==> config.mk <==
export PLATFORM = sky130hd
export DESIGN_NAME = disp_vramctrl
export DESIGN_NICKNAME = d
export VERILOG_FILES = /design/src/rtl/disp_pkg.sv /design/src/rtl/disp_vramctrl_addrgen.sv /design/src/rtl/disp_vramctrl.sv
export SDC_FILE = /design/constraint.sdc
export NUM_CORES = 1
export LEC_CHECK = 0
export CAP_MARGIN = 10
export CORE_ASPECT_RATIO = 1.4
export CORE_UTILIZATION = 42
export CTS_CLUSTER_DIAMETER = 200
export DETAILED_ROUTE_END_ITERATION = 7
export PLACE_DENSITY = 0.79
export RECOVER_POWER = 50
export SLEW_MARGIN = 20
export SYNTH_ARGS = -nofsm -noshare
export SYNTH_HDL_FRONTEND = slang
export SYNTH_HIERARCHICAL = 1
export SYNTH_SLANG_ARGS = --single-unit
==> constraint.sdc <==
create_clock -name ACLK -period 2.8 [get_ports ACLK]
set_input_delay 0.42 -clock ACLK [delete_from_list [all_inputs] [get_ports ACLK]]
set_output_delay 0.42 -clock ACLK [all_outputs]
set_load 0.02 [all_outputs]
==> src/rtl/disp_pkg.sv <==
// Shared definitions for the display VRAM fetch path: FSM state encoding,
// AXI read-channel constants and the 2 KB burst alignment helper.
package disp_pkg;

    typedef enum logic [1:0] {
        IDLE = 2'd0,
        WAIT = 2'd1,
        ADDR = 2'd2,
        DATA = 2'd3
    } vram_state_t;

    localparam logic [2:0]  ARSIZE_8B    = 3'b011;
    localparam logic [1:0]  ARBURST_INCR = 2'b01;
    localparam logic [31:0] BURST_BYTES  = 32'd2048;

    // Frame bases are forced onto a burst boundary so no burst crosses 4 KB.
    function automatic logic [31:0] align_base(input logic [31:0] addr);
        return addr & ~(BURST_BYTES - 32'd1);
    endfunction

endpackage

==> src/rtl/disp_vramctrl_addrgen.sv <==
// Burst address register, burst counter and last-burst flag for one frame.
// load restarts at a new base; advance steps to the next burst.
module disp_vramctrl_addrgen
    import disp_pkg::*;
#(
    parameter int unsigned NBURST = 600,
    parameter logic [31:0] STEP   = 32'd2048
) (
    input  logic        clk,
    input  logic        rst,
    input  logic        load,
    input  logic        advance,
    input  logic [31:0] base,
    output logic [31:0] addr,
    output logic        last
);

    localparam int unsigned CW = (NBURST > 1) ? $clog2(NBURST) : 1;
    localparam logic [CW-1:0] LAST_IDX = CW'(NBURST - 1);

    logic [CW-1:0] cnt_r;
    logic [CW-1:0] cnt_nxt_s;

    assign cnt_nxt_s = cnt_r + CW'(1'b1);

    // Address and burst-count state; last flags the final burst of the frame.
    always_ff @(posedge clk) begin
        if (rst) begin
            addr  <= 32'd0;
            cnt_r <= '0;
            last  <= 1'b0;
        end else if (load) begin
            addr  <= base;
            cnt_r <= '0;
            last  <= (LAST_IDX == '0);
        end else if (advance) begin
            addr  <= addr + STEP;
            cnt_r <= cnt_nxt_s;
            last  <= (cnt_nxt_s == LAST_IDX);
        end else begin
            addr  <= addr;
            cnt_r <= cnt_r;
            last  <= last;
        end
    end

endmodule

==> src/rtl/disp_vramctrl.sv <==
// Frame fetch engine: one AXI4 INCR burst at a time from VRAM into the
// display FIFO. Optional sticky overrun detection: DISP_VRAMCTRL_OVERRUN_EN.
module disp_vramctrl
    import disp_pkg::*;
#(
    parameter int unsigned H_PIXELS    = 640,
    parameter int unsigned V_LINES     = 480,
    parameter int unsigned BURST_BEATS = 256
) (
    input  logic        ACLK,
    input  logic        ARST,
    input  logic        DISPON,
    input  logic        VSTART,
    input  logic [31:0] DISPADDR,
    input  logic        BUF_WREADY,
    output logic [31:0] ARADDR,
    output logic [7:0]  ARLEN,
    output logic [2:0]  ARSIZE,
    output logic [1:0]  ARBURST,
    output logic        ARVALID,
    input  logic        ARREADY,
    input  logic [63:0] RDATA,
    input  logic        RLAST,
    input  logic        RVALID,
    output logic        RREADY,
    output logic [63:0] FIFOIN,
    output logic        FIFOWR,
    output logic        BUSY,
    output logic        OVERRUN
);

    localparam int unsigned NBURST = (H_PIXELS * V_LINES) / (2 * BURST_BEATS);
    localparam logic [31:0] STEP   = 32'(BURST_BEATS * 8);

    vram_state_t state_r;
    logic        load_s;
    logic        advance_s;
    logic        last_burst_s;

    assign ARLEN   = 8'(BURST_BEATS - 1);
    assign ARSIZE  = ARSIZE_8B;
    assign ARBURST = ARBURST_INCR;
    assign RREADY  = 1'b1;

    assign load_s    = (state_r == IDLE) && VSTART && DISPON;
    assign advance_s = (state_r == DATA) && RVALID && RLAST;

    disp_vramctrl_addrgen #(
        .NBURST (NBURST),
        .STEP   (STEP)
    ) u_addrgen (
        .clk     (ACLK),
        .rst     (ARST),
        .load    (load_s),
        .advance (advance_s),
        .base    (align_base(DISPADDR)),
        .addr    (ARADDR),
        .last    (last_burst_s)
    );

    // Fetch FSM with registered AXI address valid, FIFO write port and BUSY.
    always_ff @(posedge ACLK) begin
        if (ARST) begin
            state_r <= IDLE;
            ARVALID <= 1'b0;
            FIFOIN  <= 64'd0;
            FIFOWR  <= 1'b0;
            BUSY    <= 1'b0;
        end else begin
            FIFOWR <= 1'b0;
            case (state_r)
                IDLE: begin
                    ARVALID <= 1'b0;
                    if (VSTART && DISPON) begin
                        state_r <= WAIT;
                        BUSY    <= 1'b1;
                    end else begin
                        state_r <= IDLE;
                        BUSY    <= 1'b0;
                    end
                end
                WAIT: begin
                    // Room for a whole burst is required: RREADY never stalls.
                    if (BUF_WREADY) begin
                        state_r <= ADDR;
                        ARVALID <= 1'b1;
                    end else if (!DISPON) begin
                        state_r <= IDLE;
                        BUSY    <= 1'b0;
                    end else begin
                        state_r <= WAIT;
                    end
                end
                ADDR: begin
                    if (ARREADY) begin
                        state_r <= DATA;
                        ARVALID <= 1'b0;
                    end else begin
                        state_r <= ADDR;
                        ARVALID <= 1'b1;
                    end
                end
                DATA: begin
                    if (RVALID) begin
                        FIFOIN <= RDATA;
                        FIFOWR <= 1'b1;
                    end else begin
                        FIFOIN <= FIFOIN;
                    end
                    // DISPON is only honoured at burst end; accepted bursts always drain.
                    if (RVALID && RLAST) begin
                        if (last_burst_s || !DISPON) begin
                            state_r <= IDLE;
                            BUSY    <= 1'b0;
                        end else begin
                            state_r <= WAIT;
                        end
                    end else begin
                        state_r <= DATA;
                    end
                end
                default: begin
                    state_r <= IDLE;
                    ARVALID <= 1'b0;
                    BUSY    <= 1'b0;
                end
            endcase
        end
    end

`ifdef DISP_VRAMCTRL_OVERRUN_EN
    // Sticky flag: a new frame started before the previous fetch finished.
    always_ff @(posedge ACLK) begin
        if (ARST) begin
            OVERRUN <= 1'b0;
        end else if (VSTART && DISPON && (state_r != IDLE)) begin
            OVERRUN <= 1'b1;
        end else begin
            OVERRUN <= OVERRUN;
        end
    end
`else
    assign OVERRUN = 1'b0;
`endif

endmodule

==> summary.md, run 1 <==
The detailed router finished its first iteration with 215 violations. Counting I/O delays and the setup requirement, the final critical path takes 2.36 ns. STA classifies the critical path startpoint as a flop. Clock skew on the completed layout was measured at 0.00478 ns. After filler insertion, the fill cell instance count of the layout stands at 948. After detailed placement, the design holds a cell count of 903. Global route total overflow: 0.

The tools report the root buffer selected by CTS as sky130_fd_sc_hd__clkbuf_16. The setup TNS was 0 ns; the leakage power figure was 2.58 nW. The number of global-route vias before repair came out at 4397. The areal power density over the cells works out to 457 nW/µm².

For this run, the slowest stage of the critical path takes 0.51 ns. The run gives 4 as the detailed-routing iteration count for the pre-antenna-repair pass. The die is 92.6 µm wide. The first global-routing pass estimated 20400 µm of wire. The starting density of the core is 43.7%, and the required time at the worst-slack endpoint is 3.06 ns.

Traced cell by cell, the critical path runs through ha_1 -> and3_1 -> and3_1 -> or4b_4 -> or3_1 -> a311oi_1. Setup violations remaining at the end of the flow were counted as 0. After clock tree synthesis, the repair step resized 0 gates. In this run the worst path has a maximum fanout of 6.

The commonest cells after synthesis are sky130_fd_sc_hd__nand2_1 (155), sky130_fd_sc_hd__dfxtp_1 (112), sky130_fd_sc_hd__a21oi_1 (80), sky130_fd_sc_hd__nor2_1 (44), sky130_fd_sc_hd__clkbuf_1 (17). The floorplan step defined a die boundary enclosing 11900 µm². The netlist uses 47 different library cells. In this run the vertical extent of the chip is 129 µm. The total area inside the core boundary comes to 11000 µm².

The largest net degree at the start of global routing came out at 61. Combinational family with the most area after synthesis: simple AND/OR/NAND/NOR gates. For the total wire length after detailed routing, the log shows 12700 µm. The logs give 21.3% for the global-route usage over all layers and 46.5% for the sequential-to-total area share from yosys stat. Setup repair after global routing left no endpoint under its margin. At the worst endpoint, the arrival time is 2.61 ns. For this design, the CTS-stage hold fixing added 0 buffers.

The checks that failed: capacitance limit, slew limit. Detailed placement finished with a half-perimeter wire length of 9290 µm. The final max-slew violation count was 37; the largest voltage drop on the vdd net was 0.319 mV.

After clock tree synthesis, the clock-pin slew on the worst setup and hold paths is 0.07 ns. Complex-gate fraction of the synthesized area: 12.5%. On the critical path, the stage with the largest delay is an instance of sky130_fd_sc_hd__or4b_4. The share of layout cells above drive strength 1 came out at 3.86%.

The count of vias placed by the detailed router is 4539. The final hold violation count was 0. At the end of routability-driven placement, the weighted congestion stood at 0.802. Of all flip-flops after synthesis, the portion carrying an async set or reset was 0%. The most numerous cell type found on the critical path is sky130_fd_sc_hd__and3_1. After Yosys synthesis, full adders, half adders and majority gates account for 2.59% of the synthesized area. The synthesized netlist devotes 23.1% of its cell area to simple gates.

The number of antenna violations at the first check in global routing is 0. By area the synthesized netlist is led by sky130_fd_sc_hd__dfxtp_1 (46%), sky130_fd_sc_hd__nand2_1 (12%), sky130_fd_sc_hd__a21oi_1 (8.3%). For the worst-skew pair, the clock arrives at the later sink with an insertion delay of 0.34 ns. The number of core rows was 45; the growth of design area from synthesis to finish was 45.4%.

Summing all flip-flop and latch instances after layout gives 2240 µm². The final routed wire length divided by cell count was 13.9 µm; the antenna diode instance count was 0. The number of buffers created by CTS came out at 9.

The tools report the total area of multi-input combinational cells as 2330 µm². The min-delay analysis places its worst path in the category flop to flop. After routing the design area is 7010 µm². Headroom to the max-slew limit came out at -4.29%. In the routed design, unresolved DRC markers number 0. The number of maximum-capacitance constraint violations was 1; the number of buffers on the longest clock path was 2. TritonCTS built the clock tree.

By startpoint and endpoint, the worst setup path is classified as flop to flop. The tools report the remaining antenna violation count as 0. The average via count per standard cell is 4.94, and the number of nets in the layout is 887. For the number of post-CTS setup repair buffers, the log shows 0. After Yosys synthesis, XOR and XNOR cells account for 4.90% of the synthesized area. After synthesis, the share of cell area in mux cells is 3.11%. The type of element capturing the critical path was a flop.

The mapped netlist covers 4820 µm². The H-tree was split into 3 levels. For this run, the top clock speed supported by timing is 425 MHz.

The flow ran to the end, but the final reports show violations. The most numerous cell in the Yosys netlist is sky130_fd_sc_hd__nand2_1. Among all flip-flop cells after synthesis, the most frequent one is sky130_fd_sc_hd__dfxtp_1. Of the post-synthesis cell area, the dominant cell type holds 46.5%. Summed over all instances, the cell type with the most area after synthesis is sky130_fd_sc_hd__dfxtp_1. The transition time of the tightest slew-check pin works out to 1.56 ns.

The share of the clock period used by the worst path after layout is 84.1%, and the number of sinks on the clock net is 112. The count of buffers added on input and output ports is 191. Synthesis inferred 112 register bits. For the synthesized netlist cell count, the log shows 589. The number of enable-type register cells in the synthesized netlist is 0, and the number of primary I/O pins is 218. The worst hold slack is 0.452 ns, and the non-filler instance count after layout is 918.

Once placement finished, the instance area stood at 6750 µm². The Yosys step of the flow raised 6 warnings. A synthesized cell averages 8.19 µm².
per-stage QoR:
| step | total power (W) | setup WS (ns) | utilization, % |
|---|---|---|---|
| 3_3_place_gp | 0.00205 | 0.268 | 61.2 |
| 4_1_cts | 0.00325 | 0.432 | 63.7 |
| 3_5_place_dp | 0.00206 | 0.224 | 61.2 |
| 6_report | 0.00321 | 0.445 | 63.6 |
| 5_1_grt | 0.00333 | 0.180 | 63.6 |
| 2_1_floorplan | 0.00186 | 0.665 | - |
layout make-up:
class,instances,area share [%]
multi-input combinational,441,33.2
sequential,112,32.0
timing repair buffer,199,27.9
clock buffer,9,3.21
tap,141,2.52
clock inverter,6,0.642
inverter,10,0.535
report_power, final:
part           total (W)  internal, W  leakage, nW  switching (W)
registers        0.00165      0.00162        0.906      0.0000325
clock network    0.00119     0.000604        0.124       0.000586
logic           0.000363     0.000201         1.55       0.000163
total            0.00321      0.00243         2.58       0.000781
critical path: cells and delay by family (launching register included):
family | cells | cell delay [ns]
adders and majority gates | 1 | 0.34
and+or+nand+nor | 4 | 1.29
AOI/OAI and AO/OA | 1 | 0.24
DFF | 1 | 0.40
layout by cell type, fill, tap and decap left out, drive strengths merged, types with 4 or more instances in the layout:
cell type	n
a211oi	7
a21oi	80
a221oi	4
and3	4
buf	6
clkbuf	12
clkdlybuf4s50	144
conb	26
dfxtp	112
dlygate4sd3	46
ha	10
inv	12
mux2i	15
nand2	155
nand3	9
nand4	12
nor2	44
nor3	9
o21ai	8
xnor2	14
xor2	13
cell families (layout without fill, tap and decap cells):
| logic type | Yosys count | after routing |
|---|---|---|
| AO/OA/AOI/OAI | 108 | 108 |
| XOR/XNOR | 27 | 27 |
| adder cells (fa/ha/maj) | 10 | 10 |
| buffers and inverters | 60 | 224 |
| flip-flops | 112 | 112 |
| multiplexers | 15 | 15 |
| other | 2 | 26 |
| AND/OR/NAND/NOR | 255 | 255 |
registers in the layout, summed over array words and instances (netlist names):
signal,flops
state_r,2
u_addrgen/addr,32
BUSY,1
u_addrgen/last,1
FIFOWR,1
FIFOIN,64
u_addrgen/cnt_r,10
ARVALID,1
worst paths after layout:
check	from	slack, ns	cells past startpoint	end
hold / removal	FIFOIN[22]	0.45	2	FIFOIN[22]
setup reg to reg	state_r[1]	0.44	6	u_addrgen/addr[24]
hold reg to reg	FIFOIN[22]	0.45	2	FIFOIN[22]
setup / recovery	state_r[1]	0.44	6	u_addrgen/addr[24]
metal layers:
layer  share of wire, %  GRT usage [%]  vias to the layer above
met3                7.4           4.73                       22
met4                2.4           9.74                        0
met1                 40           24.6                     2063
li1                   -              -                     2287
met5                  0              0                        -
met2                 50           37.4                      167
(Power assumes the default switching activity.)
==> run 2: changes to the inputs <==
Clock period 2.8 ns to 2.4 ns, I/O delays scaled along.
==> summary.md, run 2 (synthesis results as in run 1) <==
The average via count per standard cell was 4.96. Across all hold checks on the routed design, the worst slack comes to 0.351 ns. The final core utilization came out at 64.0%. Once placement finished, the instance area stood at 6790 µm².

Final estimated routing congestion in global placement: 0.827. The tools report the number of buffers created by CTS as 9. The number of antenna violations at the first check in global routing was 0. For this run, design rule violations remaining after detail routing come to 0. The final max-slew violation count is 0. Once detail routing completed, the nets flagged for antenna violations numbered 0. The share of layout cells above drive strength 1 came out at 4.10%. The upper clock frequency limit was 470 MHz. The tools report the detailed-routing iteration count for the pre-antenna-repair pass as 4.

FIFOIN holds more flip-flops than any other register. The finished cells cover 7070 µm². Type of element capturing the critical path: a flop. TritonCTS built the clock tree. The start-to-end type of the worst setup path is flop to flop. The number of buffers on the longest clock path was 2; the width of the die was 92.6 µm. Setup violations remaining at the end of the flow were counted as 0. STA puts the critical path data required time at 2.65 ns.

0 antenna diodes ended up in the layout. The final hold violation count came out at 0. Summing over every cut layer, the via total after detailed routing is 4564. The die outline height came out at 129 µm. The top cell types in the final layout, fill and taps aside, are sky130_fd_sc_hd__nand2_1 (155), sky130_fd_sc_hd__clkdlybuf4s50_1 (124), sky130_fd_sc_hd__dfxtp_1 (112), sky130_fd_sc_hd__a21oi_1 (80), sky130_fd_sc_hd__dlygate4sd3_1 (66).

For this design the ratio of total power to cell area is 543 nW/µm². The first routing iteration left 217 violations. Setup repair after global routing left no endpoint under its margin. For this block, the routed nets add up to 12700 µm of wire. The largest registers in the layout are FIFOIN (64), u_addrgen/addr (32), u_addrgen/cnt_r (10).

In the global route stage, overall resource usage came out at 21.2%. Port buffering added 191 buffers. In this run the static leakage power is 2.68 nW. The run finished with clean final reports. Of the available clock period, the critical path in the final layout requires 88.6%. The tools report the total core area as 11000 µm². The H-tree was split into 3 levels. The root buffer selected by CTS is sky130_fd_sc_hd__clkbuf_16. For this configuration, the core starts out at a cell density of 43.7%.

The sum of net half-perimeters after detailed placement was 9330 µm. Worst clock skew on the final layout: 0.00613 ns. The later-pin clock latency in the skew report is 0.34 ns, and the worst slack at placement is 0.0786 ns.

Entering global routing, the biggest net connects 89 pins. The biggest fanout along the worst timing path came out at 5. Leaving out fill and tap cells, the most frequent cell in the layout is sky130_fd_sc_hd__nand2_1.

During I/O placement, the number of pins put on the boundary was 218. The run gives 11900 µm² as the die outline area. Data arrives at the worst endpoint at 2.38 ns. The time the final worst path needs with I/O delays and setup is 2.13 ns, and the global route total overflow is 0. The number of setup buffers added after CTS is 0. CTS saw 112 sinks.

After clock tree synthesis, the repair step resized 0 gates. For the final routed database, the setup TNS stands at 0 ns. The transition time of the tightest slew-check pin was 0.819 ns.

The tools report the number of nets in the layout as 889. The worst setup path is launched from a flop. In the post-route analysis, the smallest setup slack over all paths is 0.273 ns. The clock input transition at the sequential cells of the worst setup and hold paths is 0.07 ns, and the number of global-route vias before repair is 4352.

The tools report the number of maximum-capacitance constraint violations as 0. The flip-flop count of the largest register after layout is 64. The largest voltage drop on the vdd net was 0.311 mV; the final routed wire length divided by cell count was 13.8 µm. The number of hold buffers added after CTS was 0.

The worst pin sits at a relative slew slack of 45.4%. The first global-routing pass estimated 20200 µm of wire. The number of core rows came out at 45. Kind of path behind the tightest hold check: input port to flop. The growth of design area from synthesis to finish came out at 46.5%.
run 2: power breakdown:
group | total, W | internal, W | switching (W)
Combinational | 0.000428 | 0.000237 | 0.000191
Sequential | 0.00193 | 0.00189 | 0.0000368
Clock | 0.00148 | 0.000816 | 0.000667
run 2: path summary, 6_finish.rpt:
path               from            endpoint  slack [ns]  cells after the start
max          state_r[1]  u_addrgen/addr[24]        0.27                      6
min                ARST          FIFOIN[18]        0.35                      2
max reg2reg  state_r[1]  u_addrgen/addr[24]        0.27                      6
min reg2reg  FIFOIN[29]          FIFOIN[29]        0.45                      2
run 2: metrics by stage:
step	cells	power, W
2_1_floorplan	613	0.00217
3_3_place_gp	905	0.00239
3_5_place_dp	905	0.00240
4_1_cts	921	0.00390
5_1_grt	921	0.00401
6_report	921	0.00384
run 2: layout make-up:
| class | instances | area [µm²] |
|---|---|---|
| Fill cell | 943 | 3970 |
| Clock buffer | 10 | 229 |
| Timing Repair Buffer | 201 | 1990 |
| Tap cell | 141 | 176 |
| Sequential cell | 112 | 2240 |
| Clock inverter | 6 | 67.6 |
| Inverter | 10 | 37.5 |
| Multi-Input combinational cell | 441 | 2330 |
run 2: routing by layer:
layer	vias up	GRT usage (%)	routed length, µm
met4	0	10.7	395
met5	-	0	0
li1	2289	-	-
met2	175	36.9	6290
met3	24	6.38	1010
met1	2076	23.3	5020
run 2: worst max-delay path, stage by stage, from the launching register on:
cell                       delay [ns]
sky130_fd_sc_hd__dfxtp_1         0.41
sky130_fd_sc_hd__ha_1            0.21
sky130_fd_sc_hd__and3_1          0.18
sky130_fd_sc_hd__and3_1          0.19
sky130_fd_sc_hd__or4b_4          0.49
sky130_fd_sc_hd__or3_1           0.32
sky130_fd_sc_hd__a311oi_1        0.25
==> run 3: changes to the inputs <==
Settings changed: CAP_MARGIN 10 to unset, CORE_UTILIZATION 42 to 45, PLACE_DENSITY 0.79 to 0.84.
Clock period 2.4 ns to 2.7 ns, I/O delays scaled along.
==> summary.md, run 3 (synthesis results as in run 1) <==
The flow ran to the end, and the final reports show no timing, DRC or antenna violations. Number of post-CTS setup repair buffers: 0. The internal power of the cells totals 0.00270 W. The first global-routing pass estimated 20300 µm of wire. The global route total overflow came out at 0.

Source of the worst register-to-register timing path: state_r[1]. The tools report the final max-slew violation count as 0. The tools report the startpoint type of the worst setup path as a flop. STA classifies the critical path endpoint as a flop. The floorplan step set the die width to 89.5 µm.

Traced cell by cell, the critical path runs through ha_1 -> and3_1 -> and3_1 -> or4b_4 -> or3_1 -> a311oi_1. The largest registers in the layout are FIFOIN (64), u_addrgen/addr (32), u_addrgen/cnt_r (10). The number of gates given a new drive strength after cts is 0. The number of maximum-capacitance constraint violations is 0, and the global-route usage over all layers is 23.4%. The detailed router used layers up to and including met4. Of all nets on the critical path, the largest fanout is 6. The remaining antenna violation count was 0; the violation count after the first detailed-route iteration was 231. Cells with a size suffix above 1 make up 3.98% of the layout. For this design, the sink count on the clock tree is 112.

Later-pin clock latency in the skew report: 0.34 ns. For this block, the routed nets add up to 13000 µm of wire. Counting instances, the worst hold path has a depth of 2. In the final timing run, aggregate negative setup slack is 0 ns. TritonCTS built the clock tree. The flip-flop count of the largest register after layout is 64, and the reported net switching power is 0.000812 W. The run gives 0 as the number of hold buffers added after CTS.

0 antenna diodes ended up in the layout. Summed over all cells, the static leakage comes to 2.75 nW. Most frequent cell on the critical path: sky130_fd_sc_hd__and3_1.

The final routed wire length divided by cell count works out to 14.2 µm. The endpoint identified for the worst register-to-register timing path is u_addrgen/addr[24]. The number of I/O port buffers was 191; the share of total power in the clock network was 40.5%. After detailed routing, the number of vias per cell comes to 5.11. Setup repair after global routing left no endpoint under its margin. The top cell types in the final layout, fill and taps aside, are sky130_fd_sc_hd__nand2_1 (155), sky130_fd_sc_hd__dfxtp_1 (112), sky130_fd_sc_hd__clkdlybuf4s50_1 (108), sky130_fd_sc_hd__dlygate4sd3_1 (82), sky130_fd_sc_hd__a21oi_1 (80). The design draws 0.00352 W.

In this run the worst setup path begins at state_r[1]. Entering global routing, the biggest net connects 74 pins. The maximum cell stage delay along the critical path came out at 0.50 ns. Once detailed placement completed, the half-perimeter wirelength came to 9650 µm. Counting the buffers created by CTS gives 9.

From synthesis to final layout, the design area changed by 47.1%. For this block, wires on met1 add up to 4760 µm. The routed layout has 4677 vias. The final hold violation count is 0, and the worst clock skew on the final layout is 0.00570 ns. After layout, the worst path uses 82.1% of the clock period. The register with the highest flop count is FIFOIN. The most common cell after layout, fill and taps aside is sky130_fd_sc_hd__nand2_1. For this run, the top clock speed supported by timing is 451 MHz.

The largest voltage drop on the vdd net was 0.314 mV; the final estimated routing congestion in global placement was 0.836. Setup violations remaining at the end of the flow were counted as 0. The time the final worst path needs with I/O delays and setup is 2.22 ns, and the detailed-routing iteration count for the pre-antenna-repair pass is 5. The tools report the die outline area as 11100 µm². From bottom edge to top edge, the die measures 125 µm.

The number of buffers on the longest clock path is 2, and the switching share of power is 23.1%. The tools report the sum of met3 wire segment lengths after detailed routing as 1250 µm. For this configuration, the core starts out at a cell density of 46.4%. Number of core rows: 44. In this run the tightest slew margin relative to its limit is 29.8%. The residual DRC count is 0. The run gives 7100 µm² as the final instance area. The tools report the root buffer selected by CTS as sky130_fd_sc_hd__clkbuf_16. The depth of the most critical reg-to-reg path was 6. In this design, the largest share of critical-path delay is due to simple AND/OR/NAND/NOR gates.

The total core area is 10400 µm². The arrival time at the worst endpoint was 2.47 ns. The critical path contains buffers and inverters numbering 0 combined. The tools report the number of antenna violations at the first check in global routing as 0. In this run the worst hold path is classified as flop to flop. The areal power density over the cells is 495 nW/µm².

On the critical path, the stage with the largest delay is an instance of sky130_fd_sc_hd__or4b_4. The number of primary I/O pins was 218. The layout has 819 filler cells.

The clock input transition at the sequential cells of the worst setup and hold paths works out to 0.07 ns. The number of global-route vias before repair was 4553. The run gives 3 as the number of levels in the clock H-tree. The number of nets in the layout was 888; the worst setup slack for register-to-register paths was 0.48 ns.

The instance area after placement was 6780 µm²; the required time at the worst-slack endpoint was 2.96 ns. The tightest hold path in the finished design has a slack of 0.453 ns. In this run, flip-flops and latches consume 48.8% of the power. Met2 wire length: 6690 µm. The critical path in this run is classified as flop to flop. The endpoint of the worst setup timing path was u_addrgen/addr[24]. The number of cells on the critical path is 6, and the relative contribution of combinational cells to total power is 10.8%.

The final core utilization is 68.2%, and the transition time of the tightest slew-check pin is 1.05 ns.
## run 3: changes by cell type in the layout (fill, tap and decap cells not counted), moves of 2 or more
cell,delta
sky130_fd_sc_hd__clkinv_4,+2
sky130_fd_sc_hd__clkbuf_1,-2
sky130_fd_sc_hd__dlygate4sd3_1,+16
sky130_fd_sc_hd__clkdlybuf4s50_1,-16
## run 3: per-stage QoR
| stage | cells | worst slack (ns) |
|---|---|---|
| 2_1_floorplan | 613 | 0.565 |
| 3_3_place_gp | 901 | 0.350 |
| 3_5_place_dp | 901 | 0.318 |
| 4_1_cts | 916 | 0.476 |
| 5_1_grt | 916 | 0.283 |
| 6_report | 916 | 0.482 |
## run 3: worst register-to-register path, stage by stage (launching register included)
cell and delay [ns]:
sky130_fd_sc_hd__dfxtp_1 0.40, sky130_fd_sc_hd__ha_1 0.29, sky130_fd_sc_hd__and3_1 0.20, sky130_fd_sc_hd__and3_1 0.18
sky130_fd_sc_hd__or4b_4 0.50, sky130_fd_sc_hd__or3_1 0.32, sky130_fd_sc_hd__a311oi_1 0.25
## run 3: area by class of cell
| cell class | instances | area (µm²) | share of cell area (%) |
|---|---|---|---|
| multi-input cells | 441 | 2320 | 32.8 |
| clock buffers | 9 | 225 | 3.17 |
| repair buffers | 200 | 2000 | 28.2 |
| inverters | 10 | 37.5 | 0.529 |
| well taps | 138 | 173 | 2.43 |
| flip-flops and latches | 112 | 2240 | 31.6 |
| clock inverters | 6 | 93.8 | 1.32 |
## run 3: layer usage
layer  global-route usage, %  vias up
li1                        -     2294
met1                    24.5     2124
met5                       0        -
met3                    6.56       21
met2                    41.3      238
met4                    11.7        0
## run 3: worst min-delay path by stage
stage / endpoint / slack (ns) / from
finish: FIFOIN[12] / 0.45 / FIFOIN[12]
global route: FIFOIN[44] / 0.47 / FIFOIN[44]
CTS: FIFOIN[24] / 0.46 / FIFOIN[24]
detailed placement: FIFOIN[24] / 0.45 / FIFOIN[24]
global placement: FIFOIN[52] / 0.44 / FIFOIN[52]
floorplan: u_addrgen/last / 0.45 / u_addrgen/last
## run 3: power groups by stage
stage | clock network, W | registers, W | logic [W]
finish | 0.00142 | 0.00171 | 0.000379
global route | 0.00151 | 0.00172 | 0.000408
CTS | 0.00146 | 0.00171 | 0.000385
detailed placement | 0 | 0.00175 | 0.000383
global placement | 0 | 0.00175 | 0.000376
floorplan | 0 | 0.00178 | 0.000146
